==> src/rtl/bv8_basis_pipe_pkg.sv <==
// Shared types and reference matrices for the back-basis change of the masked AES Sbox.
// Both matrices are GF(2)-linear with no affine constant, so each one can be applied share by share.
package bv8_basis_pipe_pkg;

   typedef logic [7:0] bv8_t;

   typedef enum logic {
      BASIS_FWD = 1'b0,
      BASIS_INV = 1'b1
   } basis_mode_t;

   localparam int MAX_BASIS_STAGES = 4;

   function automatic bv8_t basis_fwd(input bv8_t x);
      bv8_t y;
      y[0] = x[1] ^ x[4] ^ x[6];
      y[1] = x[1] ^ x[4] ^ x[5];
      y[2] = x[0] ^ x[2] ^ x[3] ^ x[5] ^ x[6];
      y[3] = x[3] ^ x[4] ^ x[5] ^ x[6] ^ x[7];
      y[4] = x[3] ^ x[5] ^ x[7];
      y[5] = x[0] ^ x[6];
      y[6] = x[3] ^ x[7];
      y[7] = x[3] ^ x[5];
      return y;
   endfunction

   function automatic bv8_t basis_inv(input bv8_t y);
      bv8_t x;
      x[0] = y[0] ^ y[1] ^ y[4] ^ y[5] ^ y[6];
      x[1] = y[0] ^ y[3] ^ y[4];
      x[2] = y[2] ^ y[5] ^ y[7];
      x[3] = y[4] ^ y[6] ^ y[7];
      x[4] = y[0] ^ y[1] ^ y[3] ^ y[6];
      x[5] = y[4] ^ y[6];
      x[6] = y[0] ^ y[1] ^ y[4] ^ y[6];
      x[7] = y[4] ^ y[7];
      return x;
   endfunction

endpackage

==> src/rtl/bv8_basis_pipe_if.sv <==
// Valid/ready beat interface between the inversion core, the basis pipe and the state path.
interface bv8_basis_pipe_if
   import bv8_basis_pipe_pkg::*;
   #(parameter int NUM_SHARES = 2)
   ();

   logic                    in_valid;
   logic                    out_ready;
   basis_mode_t             in_mode;
   logic [NUM_SHARES*8-1:0] in_x;
   logic                    out_valid;
   logic                    in_ready;
   logic [NUM_SHARES*8-1:0] out_y;

   modport slave (
      input  in_valid, in_mode, in_x, in_ready,
      output out_ready, out_valid, out_y
   );

   modport master (
      output in_valid, in_mode, in_x, in_ready,
      input  out_ready, out_valid, out_y
   );

endinterface

==> src/rtl/bv8_basis_mode.sv <==
// Single-share basis change: forward or inverse matrix selected by the beat's mode.
module bv8_basis_mode
   import bv8_basis_pipe_pkg::*;
(
   input  bv8_t        x,
   input  basis_mode_t mode,
   output bv8_t        y
);

   always_comb begin
      y = (mode == BASIS_INV) ? basis_inv(x) : basis_fwd(x);
   end

endmodule

==> src/rtl/bv8_basis_pipe.sv <==
// Elastic share-wise basis-change pipeline: transform before stage 0, then pure delay stages.
// Each share has its own matrix instance and the data registers never combine shares.
module bv8_basis_pipe
   import bv8_basis_pipe_pkg::*;
   #(
      parameter int NUM_SHARES = 2,
      parameter int STAGES     = 2
   )
   (
      input logic             in_clock,
      input logic             in_reset,
      input logic             in_flush,
      bv8_basis_pipe_if.slave bus
   );

   localparam int W = NUM_SHARES * 8;

   if (STAGES < 1 || STAGES > MAX_BASIS_STAGES) begin : g_bad_stages
      $error("bv8_basis_pipe: STAGES out of range");
   end

   logic [W-1:0] xform;

   for (genvar i = 0; i < NUM_SHARES; i++) begin : g_share
      bv8_basis_mode u_mode (
         .x    (bus.in_x[8*i +: 8]),
         .mode (bus.in_mode),
         .y    (xform[8*i +: 8])
      );
   end

   logic         valid_q [STAGES];
   basis_mode_t  mode_q  [STAGES];
   logic [W-1:0] data_q  [STAGES];
   logic [STAGES-1:0] load_en;
   logic         accept;

   // A stage may load when downstream drains this cycle or any stage from here to the tail is empty.
   always_comb begin
      load_en = '0;
      for (int s = 0; s < STAGES; s++) begin
         load_en[s] = bus.in_ready;
         for (int k = s; k < STAGES; k++) begin
            if (!valid_q[k]) load_en[s] = 1'b1;
         end
      end
   end

   assign bus.out_ready = load_en[0] && !in_reset && !in_flush;
   assign accept        = bus.in_valid && bus.out_ready;

   always_ff @(posedge in_clock) begin
      if (in_reset || in_flush) begin
         for (int s = 0; s < STAGES; s++) begin
            valid_q[s] <= 1'b0;
            mode_q[s]  <= BASIS_FWD;
            data_q[s]  <= '0;
         end
      end else begin
         if (load_en[0]) begin
            valid_q[0] <= accept;
            mode_q[0]  <= accept ? bus.in_mode : BASIS_FWD;
            data_q[0]  <= accept ? xform : '0;
         end
         for (int s = 1; s < STAGES; s++) begin
            if (load_en[s]) begin
               valid_q[s] <= valid_q[s-1];
               mode_q[s]  <= mode_q[s-1];
               data_q[s]  <= data_q[s-1];
            end
         end
      end
   end

   // Reset blanks the outputs immediately so no share material is visible while it is held.
   assign bus.out_valid = valid_q[STAGES-1] && !in_reset;
   assign bus.out_y     = in_reset ? '0 : data_q[STAGES-1];

endmodule

==> src/flat_wrapper.sv <==
// flat-port wrapper written by rule: the top's interface ports become plain ports
module bv8_basis_pipe_flat import bv8_basis_pipe_pkg::*;
#(
      parameter int NUM_SHARES = 2,
      parameter int STAGES     = 2
   )
  (in_clock, in_reset, in_flush, bus_in_valid, bus_in_mode, bus_in_x, bus_in_ready, bus_out_ready, bus_out_valid, bus_out_y);
  bv8_basis_pipe_if #(.NUM_SHARES(NUM_SHARES)) bus_i ();
  input logic in_clock;
  input logic in_reset;
  input logic in_flush;
  input wire logic [$bits(bus_i.in_valid)-1:0] bus_in_valid;
  input wire logic [$bits(bus_i.in_mode)-1:0] bus_in_mode;
  input wire logic [$bits(bus_i.in_x)-1:0] bus_in_x;
  input wire logic [$bits(bus_i.in_ready)-1:0] bus_in_ready;
  output wire logic [$bits(bus_i.out_ready)-1:0] bus_out_ready;
  output wire logic [$bits(bus_i.out_valid)-1:0] bus_out_valid;
  output wire logic [$bits(bus_i.out_y)-1:0] bus_out_y;
  assign bus_i.in_valid = bus_in_valid;
  assign bus_i.in_mode = bus_in_mode;
  assign bus_i.in_x = bus_in_x;
  assign bus_i.in_ready = bus_in_ready;
  assign bus_out_ready = bus_i.out_ready;
  assign bus_out_valid = bus_i.out_valid;
  assign bus_out_y = bus_i.out_y;
  bv8_basis_pipe #(.NUM_SHARES(NUM_SHARES), .STAGES(STAGES)) u_core (.in_clock(in_clock), .in_reset(in_reset), .in_flush(in_flush), .bus(bus_i));
endmodule
==> config.mk <==
export PLATFORM = sky130hd
export DESIGN_NAME = bv8_basis_pipe_flat
export DESIGN_NICKNAME = d
export VERILOG_FILES = /design/src/rtl/bv8_basis_pipe_pkg.sv /design/src/rtl/bv8_basis_pipe_if.sv /design/src/rtl/bv8_basis_mode.sv /design/src/rtl/bv8_basis_pipe.sv /design/src/flat_wrapper.sv
export SDC_FILE = /design/constraint.sdc
export NUM_CORES = 1
export LEC_CHECK = 0
export ABC_AREA = 1
export CAP_MARGIN = 20
export CELL_PAD_IN_SITES_DETAIL_PLACEMENT = 1
export CELL_PAD_IN_SITES_GLOBAL_PLACEMENT = 1
export CORE_ASPECT_RATIO = 1.1
export CORE_MARGIN = 5
export CORE_UTILIZATION = 30
export CTS_CLUSTER_DIAMETER = 80
export CTS_CLUSTER_SIZE = 10
export DETAILED_ROUTE_END_ITERATION = 6
export PLACE_DENSITY_LB_ADDON = 0.15
export SKIP_LAST_GASP = 1
export SYNTH_ARGS = -nofsm -noshare
export SYNTH_HDL_FRONTEND = slang
export SYNTH_SLANG_ARGS = --single-unit
export TNS_END_PERCENT = 10
==> constraint.sdc <==
create_clock -name in_clock -period 1.87 [get_ports in_clock]
set_input_delay 0.187 -clock in_clock [delete_from_list [all_inputs] [get_ports in_clock]]
set_output_delay 0.187 -clock in_clock [all_outputs]
set_load 0.02 [all_outputs]
## Word-level counts from Yosys, hierarchy flattened

Memory sizes are Yosys's and may differ from the RTL's.
Cells that the tools add are included.
W data, S select, Z words.

- Register bits after elaboration: 0
- Memory bits (writable): 34
- Output and inout bits: 18
- Logic and storage cells: 90
- Memories: 2

Memory list:

| name | depth | bits a word | rd ports | clocked after Yosys merged registers in | wr ports | line | text |
|---|---|---|---|---|---|---|---|
| u_core.data_q | 2 | 16 | 2 | 0 | 2 | bv8_basis_pipe.sv:34 | `logic [W-1:0] data_q [STAGES];` |
| u_core.valid_q | 2 | 1 | 2 | 0 | 2 | bv8_basis_pipe.sv:32 | `logic valid_q [STAGES];` |

- Mux-type cells: 19
- Bitwise gates (word level): 62
- Reductions and logical operators: 7

Operators with widths:

| cell | count |
|---|---|
| $mux W16 | 4 |
| $xor A1 B1 Y1 | 58 |
| $mux W8 | 2 |
| $mux W1 | 13 |
| $logic_and A1 B1 Y1 | 4 |
| $or A1 B1 Y1 | 4 |
| $logic_not A1 Y1 | 2 |
| $logic_or A1 B1 Y1 | 1 |

## Depth between registers and ports, before layout

- Word-level depth: 7
- Mapped depth: 10
- Mapped depth without buffers: 9

## Hierarchy

A second synthesis with hierarchy kept.

- Cell total of the unflattened synthesis: 303
- Area, all modules: 2581.2 um^2

By module, submodules not included:

| module | times used | cells an instance | area each (um^2) | seq. area each (um^2) |
|---|---|---|---|---|
| bv8_basis_pipe | 1 | 147 | 1597.8 | 1021.0 |
| bv8_basis_mode | 2 | 78 | 491.7 | 0.0 |

## Least setup slack after synthesis

Ideal clock, no wire load.

- Path kind: input-to-reg
- Start: input in_reset
- End: memory u_core.data_q[0][0] (netlist bit) (enable)
- Arrival time: 0.937 ns
- Required time: 1.408 ns
- Path slack: 0.471 ns
- Cell stages on the path: 3
- Path buffers: 1
- Cell sequence: buf_6 nor2_8 nand4_1

RTL lines:

| item | line | text |
|---|---|---|
| start: declaration | flat_wrapper.sv:10 | `input logic in_reset;` |
| end: declaration | bv8_basis_pipe.sv:34 |  |

## Worst setup path after layout

- Start: input in_reset
- End: output bus_out_y[13]

- Longest elaborated chain between the ends: 1

Ends and longest elaborated chain:

| item | line | text |
|---|---|---|
| $mux W16 | bv8_basis_pipe.sv:77 | `assign bus.out_y = in_reset ? '0 : data_q[STAGES-1];` |
| end: declaration | flat_wrapper.sv:18 | `output wire logic [$bits(bus_i.out_y)-1:0] bus_out_y;` |

No other way between the ends.

==> run metrics <==
result of the run=finished, final reports clean; number of inserted filler cells in the final layout=841; GRT Total Usage=0.1001; Hold Buf Count CTS=0; final worst path period share=0.9308; global-route congestion overflow total=0; required time of the critical path=1.68 ns; clock buffer count from CTS=5; total power density per cell area=604.8 nW/µm²; htree depth=2; Finished Core Util=0.3922; post-synthesis simple-gate area fraction=0.1974; internal portion of total power=1257 µW; setup total negative slack=0 ns; Area contributors post-synth=edfxtp_1, inv_1, nor2_1; critical path class=primary input to output pin; largest fanout on the critical path=18; startpoint of the most critical hold path=u_core.data_q[0][3]; routability congestion estimate=0.7270; count of distinct cell types in the synthesized netlist=28; DP Wirelength=3411 µm; critical path startpoint category=primary input; number of buffers inserted by post-CTS setup repair=0; part of the total power dissipated in sequential elements=0.514; via count of the first global-routing pass=1678; share of post-route cells with drive strength above 1=0.1047; effective utilization at floorplan=0.3104; placeable core region=7047 µm²; total via count after detailed routing=1600; area after detailed placement=2685 µm²; Logic pwr share=0.194; final std cell area, no fill=2764 µm²; Die ar.=9100 µm²; cell with the largest stage delay on the worst path=clkdlybuf4s50_1; global-route wire length before repair=7479 µm; initial DRC count=24; Cell Area, Synth=2187 µm²; maximum buffer depth of the clock tree=2; Yosys top cell by area=edfxtp_1; mean instance size in the synthesized netlist=8.611 µm²; Sinks on Clock Net=34; clock latency of the later-clocked register in the worst-skew pair=0.28 ns; layout-stage area growth over the synthesis result=26.37%; Clock transition at path regs=0.06 ns; most used cell along the critical path=clkdlybuf4s50_1; Ports=40; average vias per placed instance=4.199; number of synthesized register bits=34; Resized cells post-CTS=0; Worst Hold Slack=0.5545 ns; Synth Net Count=276; final layout net count=318; slowest cell delay on critical path=0.62 ns; Die Span X=91.41 µm; number of max-slew violations in the final report=0; switching share of power=0.2482; part of the total power dissipated in the clock network=0.292; sw power=414.9 µW; largest net degree at the start of global routing=19; compound-cell area share of the yosys netlist=0.06350; initial antenna violation count=0; max-capacitance violation count=0; number of detailed-routing iterations run before antenna repair=4; data arrival time of the critical path=1.55 ns; unrepaired setup endpoints after global routing=no; count of endpoints failing setup in the final report=0; area share of the leading cell type in the synthesized netlist=0.4668; proportion of synthesized area in mux cells=0; Vert. Die Dim=99.55 µm; Worst Hold Path EP=u_core.data_q[0][19]; Post-DRT Antenna Nets=0; Yosys warning count=0; beginning of the worst register-to-register path=u_core.valid_q[0][0]; Buffers on Ports=39; Reg2Reg Setup Slack=0.48 ns; final antenna diode count=0; mean routed wirelength per cell=10.99 µm; worst hold path cell count=2; worst max-slew margin expressed relative to the limit=0.7276; kind of end point of the critical path=output pin; final hold violation count=0; Worst Max-Slew Pin Slew=0.4073 ns; main combinational cell family by area after synthesis=simple AND/OR/NAND/NOR gates; number of cells on the worst reg-to-reg path=7; RR Endpoint=u_core.data_q[0][0]; site row count=32; type of the tightest min-delay check=register to register; worst clock skew=0.003014 ns; DRT Wirelength=4189 µm; XOR/XNOR Fraction of Synth Area=0.1322; Worst VDD drop=0.2350 mV; sequential share of the synthesized area=0.4668; leakage=0.001170 µW; final critical delay including setup and external delays=1.741 ns; post-route DRC violation count=0; CTS Root Buffer Type=clkbuf_8; post-synthesis instance total=254; maximum clock frequency=0.5745 GHz; clock tree from TritonCTS=built; critical path cell sequence=clkdlybuf4s50_1 -> buf_12 -> nor2_1 -> clkdlybuf4s50_1; adder-cell share of the synthesized area=0
## metal layers
layer / up-vias / GRT usage / wire length, µm
met4: 0 / 0.05079 / 100
met5: - / 0 / 0
met2: 37 / 0.1719 / 1988
li1: 858 / - / -
met3: 8 / 0.02042 / 230
met1: 697 / 0.1175 / 1869
## stage by stage
step | setup WS (ns) | instances | total power (µW)
6_report | 0.1293 | 381 | 1672
5_1_grt | 0.07415 | 381 | 1768
4_1_cts | 0.04949 | 381 | 1696
3_5_place_dp | 0.05033 | 374 | 1206
3_3_place_gp | 0.06478 | 374 | 1200
2_1_floorplan | 0.4710 | 254 | 1100
## power groups by stage
stage	Sequential (µW)	Combinational, µW	Clock (µW)
after global placement	874	326	0
after floorplan	873	227	0
final	859	325	488
after detailed placement	875	330	0
after CTS	859	332	505
after global routing	860	365	543
## cells in the mapped netlist
cell type,instances
nor2_1,42
nand2_2,2
edfxtp_1,34
o21ai_1,4
inv_2,5
nand3b_1,1
a211oi_2,3
nor2_8,1
xnor2_1,10
buf_2,4
buf_4,2
a21oi_1,11
xor2_1,18
a21o_1,1
inv_1,47
nand3_1,15
and2_1,1
clkinv_2,1
clkbuf_1,3
xnor2_2,1
xnor2_4,1
o21ai_0,2
nand2_1,36
nand2_4,1
buf_1,1
buf_6,5
nand4_1,1
o221ai_1,1
## how the worst max path moves through the flow
stage / start / endpoint / slack (ns) / cells past startpoint
5_1_grt: in_reset / bus_out_y[5] / 0.07 / 4
4_1_cts: in_reset / bus_out_ready / 0.05 / 6
3_5_place_dp: in_reset / bus_out_ready / 0.05 / 6
6_report: in_reset / bus_out_y[13] / 0.13 / 4
2_1_floorplan: in_reset / u_core.data_q[0][0] / 0.47 / 3
3_3_place_gp: in_reset / bus_out_ready / 0.06 / 6
## critical path, delay by kind of cell
kind / cells / cell delay (ns)
and+or+nand+nor: 1 / 0.13
buffers and inverters: 3 / 1.23
## final cells by class
cell class	instances	area, µm²	area share
well taps	85	106.4	0.03848
multi-input cells	152	859.6	0.3110
clock buffers	7	76.32	0.02761
repair buffers	50	500.5	0.1811
flip-flops and latches	34	1021	0.3694
inverters	53	200.2	0.07243
## kinds of logic (layout without fill, tap and decap cells)
kind of cell           count (synthesis)  after routing
AO/OA/AOI/OAI                         22             22
flip-flops                            34             34
XOR/XNOR                              30             30
buffers and inverters                 68            110
AND/OR/NAND/NOR                      100            100
## registers in the layout, indices dropped and copies added (netlist names)
register	flops
u_core.valid_q	2
u_core.data_q	32
## placed cells by master, fill, tap and decap left out, drive strengths merged
cell / netlist / final
clkbuf: 3 / 7
xor2: 18 / 18
and2: 1 / 1
nand4: 1 / 1
o221ai: 1 / 1
clkdlybuf4s50: 0 / 38
a21oi: 11 / 11
buf: 12 / 11
a21o: 1 / 1
inv: 52 / 52
xnor2: 12 / 12
nand3b: 1 / 1
nor2: 43 / 43
a211oi: 3 / 3
nand2: 39 / 39
o21ai: 6 / 6
edfxtp: 34 / 34
clkinv: 1 / 1
dlymetal6s2s: 0 / 1
nand3: 15 / 15
(Power assumes the default switching activity.)
==> variant: new RTL, same flow settings <==
`STAGES` is set to 2 in 2 places; all go to 1.
--- a/src/rtl/bv8_basis_pipe.sv
+++ b/src/rtl/bv8_basis_pipe.sv
@@ -5,5 +5,5 @@
    #(
       parameter int NUM_SHARES = 2,
-      parameter int STAGES     = 2
+      parameter int STAGES     = 1
    )
    (
--- a/src/flat_wrapper.sv
+++ b/src/flat_wrapper.sv
@@ -3,5 +3,5 @@
 #(
       parameter int NUM_SHARES = 2,
-      parameter int STAGES     = 2
+      parameter int STAGES     = 1
    )
   (in_clock, in_reset, in_flush, bus_in_valid, bus_in_mode, bus_in_x, bus_in_ready, bus_out_ready, bus_out_valid, bus_out_y);
Formal check against the unedited RTL: not equivalent (Yosys sat finds a counterexample within 4 cycles, from zero or initial values).
==> variant against the unedited design <==
Routed wire length shrank 20%; largest cell class is now multi-input combinational cells; cell area shrank 30%; synthesized area shrank 34%; synthesized cell count shrank 22%; total power shrank 39%; sequential cell count shrank 17; setup slack lost 85 ps; critical path type unchanged; critical path depth is the same.
==> variant: results (changes against the unedited design) <==
Outcome = complete, no violations
Final RePlAce weighted congestion = 0.7543 (+3.8%)
Final WL = 3.342 mm (-20%)
DPL Wire Length = 2.868 mm (-16%)
Critical hold path startpoint = bus_in_valid
Max VDD drop = 0.0002076 V (-12%)
Synth cell types = 21 (-25%)
First-pass GRT wire length = 5.768 mm (-23%)
Commonest cells post-synth = nand2_1, inv_1, nor2_1
Hold path depth = 3 (+1)
Worst Skew = 1.891 ps (-1.123 ps)
R2r endpoint = u_core.data_q[0][11]
Tot GR Track Use = 10.83% (+0.82 points)
Top Family by Delay on Critical Path = buffers and inverters
GR met3 Demand/Resource = 0.8658% (-1.2 points)
Vias in the first global route = 1234 (-26%)
Reg-to-reg slack, setup = 430 ps (-50 ps)
Share of cells above drive strength 1 = 8.085% (-2.4 points)
Cts bufs inserted = 3 (-2)
Largest regs = u_core.data_q (16), u_core.valid_q (1)
Pin count of the biggest net entering global routing = 18 (-1)
Seq/Total Area, Yosys = 35.17% (-12 points)
NumNets Final = 258 (-19%)
Routed wl met2 = 1.573 mm (-21%)
1st-iter DRT viols = 17 (-29%)
Clk_lat worst skew = 240 ps (-40 ps)
Clock Path Buffers = 2 (unchanged)
Number of synthesized flops with an enable pin = 17 (-50%)
Grt met2 use = 17.99% (+0.80 points)
Worst EP arrival = 1640 ps (+90 ps)
P_leak = 0.8525 nW (-27%)
Initial DRT Pass Iterations = 2 (-2)
DP Worst Slack = 35.14 ps (-15.19 ps)
Top post-synthesis cells by area = edfxtp_1, nand2_1, xor2_1
P_comb = 0.316 mW (-3%)
Hold/Removal Path Class = input pin to flip-flop
Crit-path max FO = 11 (-7)
Vias = 1290 (-19%)
Cell Area, Placed = 1896 um^2 (-29%)
Sw frac = 28.16% (+3.3 points)
Reg2reg start = u_core.valid_q[0]
Worst-margin pin slew = 296.3 ps (-111.1 ps)
Seq pwr = 0.441 mW (-49%)
DR WL met3 = 135 um (-41%)
CTS H-tree depth = 1 (-1)
==> variant: cell types whose count changed after synthesis, sizes merged, moves of 2 or more <==
cell / unedited run / this run
a21oi: 11 / 15
buf: 12 / 10
edfxtp: 34 / 17
inv: 52 / 31
nand2: 39 / 42
nand3: 15 / 18
nor2: 43 / 22
xor2: 18 / 15
==> variant: through the flow <==
stage	cells	total power [mW]	hold slack [ps]	setup TNS [ps]	util (%)
6_report	291	1.011	816.6	0	41.51
5_1_grt	291	1.087	837.0	-385.2	41.51
2_1_floorplan	199	0.6564	413.6	0	-
3_3_place_gp	287	0.7644	943.7	0	40.46
4_1_cts	291	1.028	814.2	0	41.45
3_5_place_dp	287	0.7695	1002	0	40.46
==> variant: worst max path at each step <==
stage                                  from             endpoint  slack (ps)  cells after the start
after floorplan           u_core.valid_q[0]  u_core.data_q[0][5]         590                      7
after global placement             in_reset        bus_out_y[10]          60                      4
after detailed placement           in_reset         bus_out_y[8]          40                      4
after CTS                          in_reset         bus_out_y[8]          30                      4
after global routing               in_reset         bus_out_y[7]         -50                      4
final                              in_reset         bus_out_y[7]          40                      4
==> variant: logic make-up (layout without fill, tap and decap cells) <==
family	count (synthesis)	in the layout	synth area share [%]
xor gates and xnor gates	27	27	17.33
AOI/OAI and AO/OA	24	24	9.052
buffers and inverters	46	82	13.36
DFF	17	17	35.17
and+or+nand+nor	85	85	25.09
==> variant: final cells by class <==
class / instances / area [um^2]
multi-input cells: 136 / 747.0
clock inverters: 1 / 5.005
flip-flops and latches: 17 / 510.5
well taps: 56 / 70.07
clock buffers: 3 / 41.29
inverters: 32 / 125.1
fillers: 600 / 2740
repair buffers: 46 / 445.4
==> variant: timing repair <==
action,in CTS,in global routing
gates resized for setup,0,1
endpoints found under the hold margin,0,0
setup endpoints to repair,0,14
